==> src/rtl/vga_timing_pkg.sv <==
// vga_timing_pkg: default 640x480@60 timing constants and shared types for
// the VGA sync generator. The generator copies these into its parameters, so
// a different raster only needs parameter overrides at instantiation.
package vga_timing_pkg;

  localparam int unsigned VGA_COORD_W = 10;

  localparam int unsigned VGA_CLK_DIV    = 4;
  localparam int unsigned VGA_PIPE_DELAY = 1;

  localparam int unsigned VGA_H_ACTIVE = 640;
  localparam int unsigned VGA_H_FP     = 16;
  localparam int unsigned VGA_H_SYNC   = 96;
  localparam int unsigned VGA_H_BP     = 48;
  localparam int unsigned VGA_H_TOTAL  = VGA_H_ACTIVE + VGA_H_FP + VGA_H_SYNC + VGA_H_BP;

  localparam int unsigned VGA_V_ACTIVE = 480;
  localparam int unsigned VGA_V_FP     = 10;
  localparam int unsigned VGA_V_SYNC   = 2;
  localparam int unsigned VGA_V_BP     = 33;
  localparam int unsigned VGA_V_TOTAL  = VGA_V_ACTIVE + VGA_V_FP + VGA_V_SYNC + VGA_V_BP;

  // First and last counter values (inclusive) on which each sync is asserted.
  localparam int unsigned VGA_H_SYNC_START = VGA_H_ACTIVE + VGA_H_FP;
  localparam int unsigned VGA_H_SYNC_END   = VGA_H_SYNC_START + VGA_H_SYNC - 1;
  localparam int unsigned VGA_V_SYNC_START = VGA_V_ACTIVE + VGA_V_FP;
  localparam int unsigned VGA_V_SYNC_END   = VGA_V_SYNC_START + VGA_V_SYNC - 1;

  // Level a sync pin takes while asserted; 0 means the classic active-low VGA.
  localparam logic VGA_SYNC_POL = 1'b0;

  typedef logic [VGA_COORD_W-1:0] coord_t;

  // Inclusive window test shared by the hsync and vsync decoders.
  function automatic logic inWindow(input coord_t value, input coord_t lo, input coord_t hi);
    return (value >= lo) && (value <= hi);
  endfunction

endpackage

==> src/rtl/sync_delay_line.sv <==
// sync_delay_line: DEPTH-stage shift register of WIDTH bits that advances on
// every clock. Used to line the sync/blank outputs up with the block-ROM read
// latency. A synchronous active-low reset loads RESET_VAL into every stage so
// no stale sync level survives a reset. DEPTH=0 degenerates to a plain wire.
module sync_delay_line #(
  parameter int unsigned      WIDTH     = 3,
  parameter int unsigned      DEPTH     = 1,
  parameter logic [WIDTH-1:0] RESET_VAL = '0
) (
  input  logic             clk_i,
  input  logic             reset_ni,
  input  logic [WIDTH-1:0] data_i,
  output logic [WIDTH-1:0] data_o
);

  if (DEPTH == 0) begin : g_wire
    logic unused_clk_reset;
    assign unused_clk_reset = clk_i ^ reset_ni;
    assign data_o = data_i;
  end else begin : g_shift
    logic [WIDTH-1:0] stage_q [DEPTH];

    // Shift one stage per clock, flushing the whole line on reset.
    always_ff @(posedge clk_i) begin
      if (!reset_ni) begin
        for (int i = 0; i < DEPTH; i++) begin
          stage_q[i] <= RESET_VAL;
        end
      end else begin
        stage_q[0] <= data_i;
        for (int i = 1; i < DEPTH; i++) begin
          stage_q[i] <= stage_q[i-1];
        end
      end
    end

    assign data_o = stage_q[DEPTH-1];
  end

endmodule

==> src/rtl/vga_sync_generator.sv <==
// vga_sync_generator: raster timing generator. A clock divider produces the
// pixel tick, the horizontal/vertical counters step on tick edges, and the
// video_on/hsync/vsync/frame_start flags are registered from the counters'
// next values so they change on the same edge as curr_x/curr_y. A delayed
// copy of the sync and blank flags compensates for the frame-ROM latency.
module vga_sync_generator
  import vga_timing_pkg::*;
#(
  parameter int unsigned CLK_DIV    = VGA_CLK_DIV,
  parameter int unsigned H_ACTIVE   = VGA_H_ACTIVE,
  parameter int unsigned H_FP       = VGA_H_FP,
  parameter int unsigned H_SYNC     = VGA_H_SYNC,
  parameter int unsigned H_BP       = VGA_H_BP,
  parameter int unsigned V_ACTIVE   = VGA_V_ACTIVE,
  parameter int unsigned V_FP       = VGA_V_FP,
  parameter int unsigned V_SYNC     = VGA_V_SYNC,
  parameter int unsigned V_BP       = VGA_V_BP,
  parameter logic        SYNC_POL   = VGA_SYNC_POL,
  parameter int unsigned PIPE_DELAY = VGA_PIPE_DELAY
) (
  input  logic       clk,
  input  logic       reset,
  output logic       pixel_tick,
  output logic [9:0] curr_x,
  output logic [9:0] curr_y,
  output logic       video_on,
  output logic       frame_start,
  output logic       hsync,
  output logic       vsync,
  output logic       hsync_d,
  output logic       vsync_d,
  output logic       video_on_d
);

  localparam int unsigned H_TOTAL = H_ACTIVE + H_FP + H_SYNC + H_BP;
  localparam int unsigned V_TOTAL = V_ACTIVE + V_FP + V_SYNC + V_BP;

  // The counters are 10 bits wide; a larger raster cannot be represented.
  if (H_TOTAL > 1024) begin : g_bad_h_total
    $error("vga_sync_generator: H_TOTAL exceeds the 10-bit counter range");
  end
  if (V_TOTAL > 1024) begin : g_bad_v_total
    $error("vga_sync_generator: V_TOTAL exceeds the 10-bit counter range");
  end
  if (CLK_DIV < 1) begin : g_bad_clk_div
    $error("vga_sync_generator: CLK_DIV must be at least 1");
  end

  localparam int unsigned      DIV_W    = (CLK_DIV > 1) ? $clog2(CLK_DIV) : 1;
  localparam logic [DIV_W-1:0] DIV_LAST = DIV_W'(CLK_DIV - 1);

  localparam coord_t X_LAST       = coord_t'(H_TOTAL - 1);
  localparam coord_t Y_LAST       = coord_t'(V_TOTAL - 1);
  localparam coord_t X_ACTIVE     = coord_t'(H_ACTIVE);
  localparam coord_t Y_ACTIVE     = coord_t'(V_ACTIVE);
  localparam coord_t H_SYNC_FIRST = coord_t'(H_ACTIVE + H_FP);
  localparam coord_t H_SYNC_LAST  = coord_t'(H_ACTIVE + H_FP + H_SYNC - 1);
  localparam coord_t V_SYNC_FIRST = coord_t'(V_ACTIVE + V_FP);
  localparam coord_t V_SYNC_LAST  = coord_t'(V_ACTIVE + V_FP + V_SYNC - 1);

  logic [DIV_W-1:0] div_q, div_d;
  coord_t           x_q, x_d;
  coord_t           y_q, y_d;
  logic             video_on_q, video_on_d_int;
  logic             hsync_q, hsync_d_int;
  logic             vsync_q, vsync_d_int;
  logic             frame_start_q, frame_start_d_int;
  logic [2:0]       delay_out;

  // The last divider phase of each pixel is the tick cycle.
  assign pixel_tick = (div_q == DIV_LAST);

  // Divider phase advances every clock and wraps after the tick cycle.
  always_comb begin
    div_d = div_q + 1'b1;
    if (pixel_tick) begin
      div_d = '0;
    end
  end

  // Next raster position: x steps each tick, y steps only when x wraps.
  always_comb begin
    x_d = x_q;
    y_d = y_q;
    if (pixel_tick) begin
      if (x_q == X_LAST) begin
        x_d = '0;
        y_d = (y_q == Y_LAST) ? '0 : y_q + 1'b1;
      end else begin
        x_d = x_q + 1'b1;
      end
    end
  end

  // Flags decoded from the next position so they register alongside it.
  always_comb begin
    video_on_d_int    = (x_d < X_ACTIVE) && (y_d < Y_ACTIVE);
    hsync_d_int       = inWindow(x_d, H_SYNC_FIRST, H_SYNC_LAST) ? SYNC_POL : ~SYNC_POL;
    vsync_d_int       = inWindow(y_d, V_SYNC_FIRST, V_SYNC_LAST) ? SYNC_POL : ~SYNC_POL;
    frame_start_d_int = pixel_tick && (x_d == '0) && (y_d == '0);
  end

  // Divider and counter state; reset parks the counters on the last pixel
  // so the first tick after release lands on (0,0).
  always_ff @(posedge clk) begin
    if (!reset) begin
      div_q <= '0;
      x_q   <= X_LAST;
      y_q   <= Y_LAST;
    end else begin
      div_q <= div_d;
      x_q   <= x_d;
      y_q   <= y_d;
    end
  end

  // Registered sync, blank and frame-start flags, inactive during reset.
  always_ff @(posedge clk) begin
    if (!reset) begin
      video_on_q    <= 1'b0;
      hsync_q       <= ~SYNC_POL;
      vsync_q       <= ~SYNC_POL;
      frame_start_q <= 1'b0;
    end else begin
      video_on_q    <= video_on_d_int;
      hsync_q       <= hsync_d_int;
      vsync_q       <= vsync_d_int;
      frame_start_q <= frame_start_d_int;
    end
  end

  sync_delay_line #(
    .WIDTH     (3),
    .DEPTH     (PIPE_DELAY),
    .RESET_VAL ({~SYNC_POL, ~SYNC_POL, 1'b0})
  ) u_delay (
    .clk_i    (clk),
    .reset_ni (reset),
    .data_i   ({hsync_q, vsync_q, video_on_q}),
    .data_o   (delay_out)
  );

  assign curr_x      = x_q;
  assign curr_y      = y_q;
  assign video_on    = video_on_q;
  assign hsync       = hsync_q;
  assign vsync       = vsync_q;
  assign frame_start = frame_start_q;
  assign {hsync_d, vsync_d, video_on_d} = delay_out;

endmodule

==> config.mk <==
export PLATFORM = sky130hd
export DESIGN_NAME = vga_sync_generator
export DESIGN_NICKNAME = d
export VERILOG_FILES = /design/src/rtl/vga_timing_pkg.sv /design/src/rtl/sync_delay_line.sv /design/src/rtl/vga_sync_generator.sv
export SDC_FILE = /design/constraint.sdc
export NUM_CORES = 1
export LEC_CHECK = 0
export CORE_MARGIN = 5
export CORE_UTILIZATION = 40
export DETAILED_ROUTE_END_ITERATION = 12
export HOLD_SLACK_MARGIN = 0.03
export PLACE_DENSITY_LB_ADDON = 0.25
export SYNTH_ARGS = -nofsm -noshare
export SYNTH_HDL_FRONTEND = slang
export SYNTH_SLANG_ARGS = --single-unit
==> constraint.sdc <==
create_clock -name clk -period 2.2 [get_ports clk]
set_input_delay 0.44 -clock clk [delete_from_list [all_inputs] [get_ports clk]]
set_output_delay 0.44 -clock clk [all_outputs]
set_load 0.02 [all_outputs]
Word level (Yosys, flattened, before mapping)
Memory sizes are Yosys's and may differ from the RTL's.
Cells that the tools add are included.
- add/sub/neg operators: 3
- magnitude comparators: 6
- eq/ne operators: 3
- muxes and demuxes: 11
- bitwise logic cells: 1
- reduce and logical (&&, ||, !) cells: 9
- operators by type and width (cell ; number):
    10-bit two-way mux ; 5
    10-bit by 1-bit adder with 10-bit output, second input constant ; 2
    10-bit equality test, second input constant ; 2
    10-bit logical NOT ; 2
    10-bit >= comparator, second input constant ; 1
    10-bit by 9-bit >= comparator with 1-bit output, second input constant ; 1
    10-bit <= comparator, second input constant ; 1
    10-bit by 9-bit <= comparator with 1-bit output, second input constant ; 1
    10-bit less-than comparator, second input constant ; 1
    10-bit by 9-bit less-than comparator with 1-bit output, second input constant ; 1
    1-bit logical AND ; 5
    1-bit two-way mux ; 5
    3-bit two-way mux ; 1
    3-bit OR reduction ; 1
    2-bit by 1-bit adder with 2-bit output, second input constant ; 1
    2-bit equality test, second input constant ; 1
    2-bit OR reduction ; 1
    1-bit NOT ; 1
- bits in registers: 26
- bits in writable memories: 3
- input port bits: 2
- output and inout port bits: 28
- logic and storage cells: 41
- memories: 1
- memory list (name ; depth ; bits a word ; read ports ; clocked after Yosys merged registers in ; wr ports ; line ; text):
    u_delay.g_shift.stage_q ; 1 ; 3 ; 1 ; 0 ; 1 ; sync_delay_line.sv:21 ; logic [WIDTH-1:0] stage_q [DEPTH];

Logic depth before layout (Yosys ltp)
- word-level depth: 7
- mapped depth: 9
- mapped depth without buffers: 8

Cells and area by module
A second synthesis with hierarchy kept.
- cell total of the unflattened synthesis: 180
- area total of the unflattened synthesis: 1510.2 um2
- by module, submodules not included (module ; times used ; cells an instance ; area an instance (um2) ; sequential area each (um2)):
    vga_sync_generator ; 1 ; 174 ; 1431.4 ; 520.5
    sync_delay_line ; 1 ; 6 ; 78.8 ; 60.1

Worst setup path after synthesis
Ideal clock, no wire load.
- path type: register -> register
- from: register x_q[0] (netlist: curr_x[0])
- to: register video_on_q (netlist: video_on)
- arrival: 2.416 ns
- data required time: 2.070 ns
- slack: -0.347 ns
- stages on the path, launching flop included: 10
- path buffers: 2
- period minus slack after synthesis: 2.547 ns
- cell sequence: dfxtp_1 -> ha_1 -> and4_1 -> buf_6 -> nand4_4 -> or3_1 -> clkbuf_2 -> or3_1 -> a31oi_1 -> a2111oi_2
- word-level cells in the longest chain between the ends: 5
- elaborated cells between the ends (all ways): 9
- ends and longest elaborated chain (element ; line ; text):
    start, declared ; vga_sync_generator.sv:62 ; coord_t x_q, x_d;
    start signal, assigned ; vga_sync_generator.sv:108 ; x_q <= X_LAST;
    start signal, assigned ; vga_sync_generator.sv:112 ; x_q <= x_d;
    10-bit by 1-bit adder with 10-bit output or 10-bit equality test (tied branches) ; vga_sync_generator.sv:90, vga_sync_generator.sv:86 ;
    10-bit two-way mux ; vga_sync_generator.sv:86 ; if (x_q == X_LAST) begin
    10-bit two-way mux ; vga_sync_generator.sv:85 ; if (pixel_tick) begin
    10-bit less-than comparator or 10-bit by 9-bit less-than comparator with 1-bit output (tied branches) ; vga_sync_generator.sv:97 ; video_on_d_int = (x_d < X_ACTIVE) && (y_d < Y_ACTIVE);
    1-bit logical AND (*) ; vga_sync_generator.sv:97 ;
    end signal, assigned ; vga_sync_generator.sv:125 ; video_on_q <= video_on_d_int;
    end, declared ; vga_sync_generator.sv:64 ; logic video_on_q, video_on_d_int;
Mark *: on every way between the ends. The rest lies on a longest branch, timed or not.
A chain may end at the register's enable or synchronous reset.

Worst setup path after layout
- from: register x_q[1] (netlist: curr_x[1])
- to: register frame_start_q (netlist: frame_start)
- word-level cells in the longest chain between the ends: 6
- elaborated cells between the ends (all ways): 10
- ends and longest elaborated chain (element ; line ; text):
    10-bit by 1-bit adder with 10-bit output or 10-bit equality test (tied branches) ; vga_sync_generator.sv:90, vga_sync_generator.sv:86 ;
    10-bit two-way mux ; vga_sync_generator.sv:86 ;
    10-bit two-way mux ; vga_sync_generator.sv:85 ;
    10-bit logical NOT ; vga_sync_generator.sv:100 ; frame_start_d_int = pixel_tick && (x_d == '0) && (y_d == '0);
    1-bit logical AND ; vga_sync_generator.sv:100 ;
    1-bit logical AND (*) ; vga_sync_generator.sv:100 ;
    end signal, assigned ; vga_sync_generator.sv:128 ; frame_start_q <= frame_start_d_int;
    end, declared ; vga_sync_generator.sv:67 ; logic frame_start_q, frame_start_d_int;
Marks and branches as above.

==> impl_metrics.json <==
{
  "grt_pass1_vias": 1530,
  "cts.sinks": 29,
  "pre_cts_slack_ns": 0.02556,
  "yosysSeqAreaShare_pct": 33.84,
  "path_depth": 8,
  "post-route-period-util_pct": 94.87,
  "worstPathArrival_ns": 2.30,
  "synth_area_leader_cell": "dfxtp_1",
  "path_delay_family": "simple AND/OR/NAND/NOR gates",
  "cts_buffer_depth": 2,
  "synthesis.nets": 217,
  "p_per_area_nw_per_um2": 579.8,
  "pin_count": 30,
  "core_um2": 4086,
  "synth_seq_cells": 29,
  "grt_overflow": 0,
  "cp.required_ns": 2.41,
  "grt_max_degree": 25,
  "grt_pass1_wl_um": 7293,
  "whs_ns": 0.4360,
  "synth_edf_count": 0,
  "dieWidth_um": 75.49,
  "drc": 0,
  "worst_pin_slew_ns": 0.5331,
  "routed_via_density": 5.578,
  "dp_hpwl_um": 3349,
  "start_util_pct": 41.98,
  "critPathBufInv": 1,
  "start_kind": "register",
  "fin_ws_ns": 0.1129,
  "drive_gt1_share_pct": 24.33,
  "critical_path_class": "reg -> reg",
  "hold_viol_final": 0,
  "yosys_warnings": 0,
  "cts_tree": "done",
  "avgSynthCellArea_um2": 8.130,
  "stdcell_area_um2": 2389,
  "finalPower_mw": 1.385,
  "outcome": "complete, no violations",
  "place_area_um2": 2246,
  "maxCapViolCount": 0,
  "syn_inst": 211,
  "crit_slowest_cell": "or4_1",
  "async_flop_share_pct": 0,
  "dieArea_um2": 5698,
  "yosysTopAreaCellShare_pct": 33.84,
  "ys.flop_type": "dfxtp_1",
  "p_leak_nw": 0.9052,
  "clkTransAtPathRegs_ns": 0.07,
  "rows": 23,
  "r2r_start": "curr_x[1]",
  "htree_levels": 2,
  "hold_path.class": "reg -> reg",
  "cts_root_buf": "clkbuf_8",
  "clock_skew_ns": 0.002072,
  "finalWorstPathRequiredPeriod_ns": 2.087,
  "max_clock_freq_ghz": 0.4791,
  "crit_path_max_fanout": 9,
  "post-route-util_pct": 58.45,
  "rrSetupSlack_ns": 0.11,
  "areaGrowthSynthToFinish_pct": 39.24,
  "worstRegToRegCells": 8,
  "rsz0062_at_grt": "no",
  "finalMaxSlewViolations": 0,
  "layout.nets": 268,
  "insertion_delay_ns": 0.29,
  "die_h_um": 75.49,
  "peakVddDrop_uv": 285.9,
  "setup_violations": 0,
  "synth_cell_types": 51,
  "max-slew-margin-rel_pct": 64.00,
  "syn-cell-area_um2": 1715,
  "routed_wl_um": 4620,
  "endpoint_kind": "register",
  "synth.area.top_cells": "dfxtp_1, o21ai_0, xnor2_1",
  "startpoint": "curr_x[1]",
  "dpl.cell_count": 303,
  "io_buffers": 29,
  "cts_hold_buf": 0,
  "tns_ns": 0,
  "grt_usage_pct": 17.06,
  "drt-initial-drc-count": 113,
  "antenna_left": 0,
  "reg2reg_to": "frame_start",
  "wl_per_cell_um": 14.76,
  "cts_buffers": 5,
  "final_cells": 313,
  "first_pass_iters": 4,
  "grt_antenna_before_repair": 0,
  "crit_end": "frame_start",
  "path_cells": "ha_4, and4_2, nand4_4, buf_4, nor2_1, a21oi_1, or4_1, nor4b_2",
  "n_antenna_cell": 0,
  "critPathMaxStageDelay_ns": 0.52,
  "place.gp.congestion": 0.8507,
  "vias": 1746
}
sequential cells by signal, indices dropped and copies added (netlist names):
signal,flops
curr_x,10
hsync,1
frame_start,1
video_on,1
div_q,2
curr_y,10
vsync,1
u_delay.g_shift.stage_q,3
worst min path at each step:
| stage | slack [ns] | endpoint | start | cells past startpoint |
|---|---|---|---|---|
| CTS | 0.44 | u_delay.g_shift.stage_q[0][1] | vsync | 1 |
| detailed placement | 0.42 | u_delay.g_shift.stage_q[0][1] | vsync | 1 |
| global route | 0.47 | u_delay.g_shift.stage_q[0][1] | vsync | 1 |
| finish | 0.44 | u_delay.g_shift.stage_q[0][1] | vsync | 1 |
| floorplan | 0.45 | div_q[0] | div_q[0] | 1 |
| global placement | 0.42 | u_delay.g_shift.stage_q[0][2] | hsync | 1 |
power breakdown:
| part | internal, mW | switching, mW |
|---|---|---|
| Clock | 0.219 | 0.227 |
| Sequential | 0.550 | 0.0256 |
| Combinational | 0.165 | 0.200 |
| Total | 0.933 | 0.452 |
cell usage after synthesis, drive strengths merged, types with 2 or more instances:
cell and n:
xnor2 7, or3 5, inv 13, nor2 8
buf 8, ha 4, a21oi 12, a21boi 2
nor3b 2, and4 6, nand4 8, nand3 9
and3 5, and2 9, clkbuf 7, dfxtp 29
nand2 14, o21ai 14, a41oi 2, nand2b 2
nor4 2, nor3 10, o211ai 2, xor2 3
nor4b 2, nor2b 5, a31oi 4
layout by cell type, fill, tap and decap left out, types with 5 or more instances in the layout:
cell type	n
nor2_1	7
dfxtp_1	20
nor2b_1	5
buf_4	30
and2_1	8
and3_1	5
a21oi_1	12
nand2_1	14
clkbuf_8	5
inv_1	13
dfxtp_2	7
nor3_1	10
nand4_1	7
xnor2_1	7
clkdlybuf4s50_1	29
o21ai_0	14
nand3_1	9
kinds of logic (layout without fill, tap and decap cells):
logic type	count (synthesis)	count (layout)	synth area share (%)
flip-flops	29	29	33.84
adder cells (fa/ha/maj)	4	4	2.918
buffers and inverters	28	80	7.950
AO/OA/AOI/OAI	48	48	18.09
XOR/XNOR	10	10	5.106
multiplexers	1	1	0.5835
AND/OR/NAND/NOR	91	91	31.51
repair_timing:
action | in CTS | in global routing
pin swaps | 0 | 1
setup buffers | 0 | 2
gates resized for setup | 2 | 8
endpoints found under the setup margin | 1 | 4
layout make-up:
type / count / area (um2)
well taps: 50 / 62.56
flip-flops and latches: 29 / 596.8
multi-input cells: 154 / 1080
repair buffers: 59 / 515.5
fillers: 374 / 1698
clock inverters: 3 / 16.27
inverters: 13 / 48.80
clock buffers: 5 / 68.82
layer usage:
layer / up-vias / part of all wire [%] / global-route usage, %
met3: 8 / 6.9 / 4.617
li1: 867 / - / -
met2: 60 / 45 / 25.50
met4: 0 / 2.3 / 7.573
met5: - / 0 / 0
met1: 811 / 46 / 22.95
(Power assumes the default switching activity.)
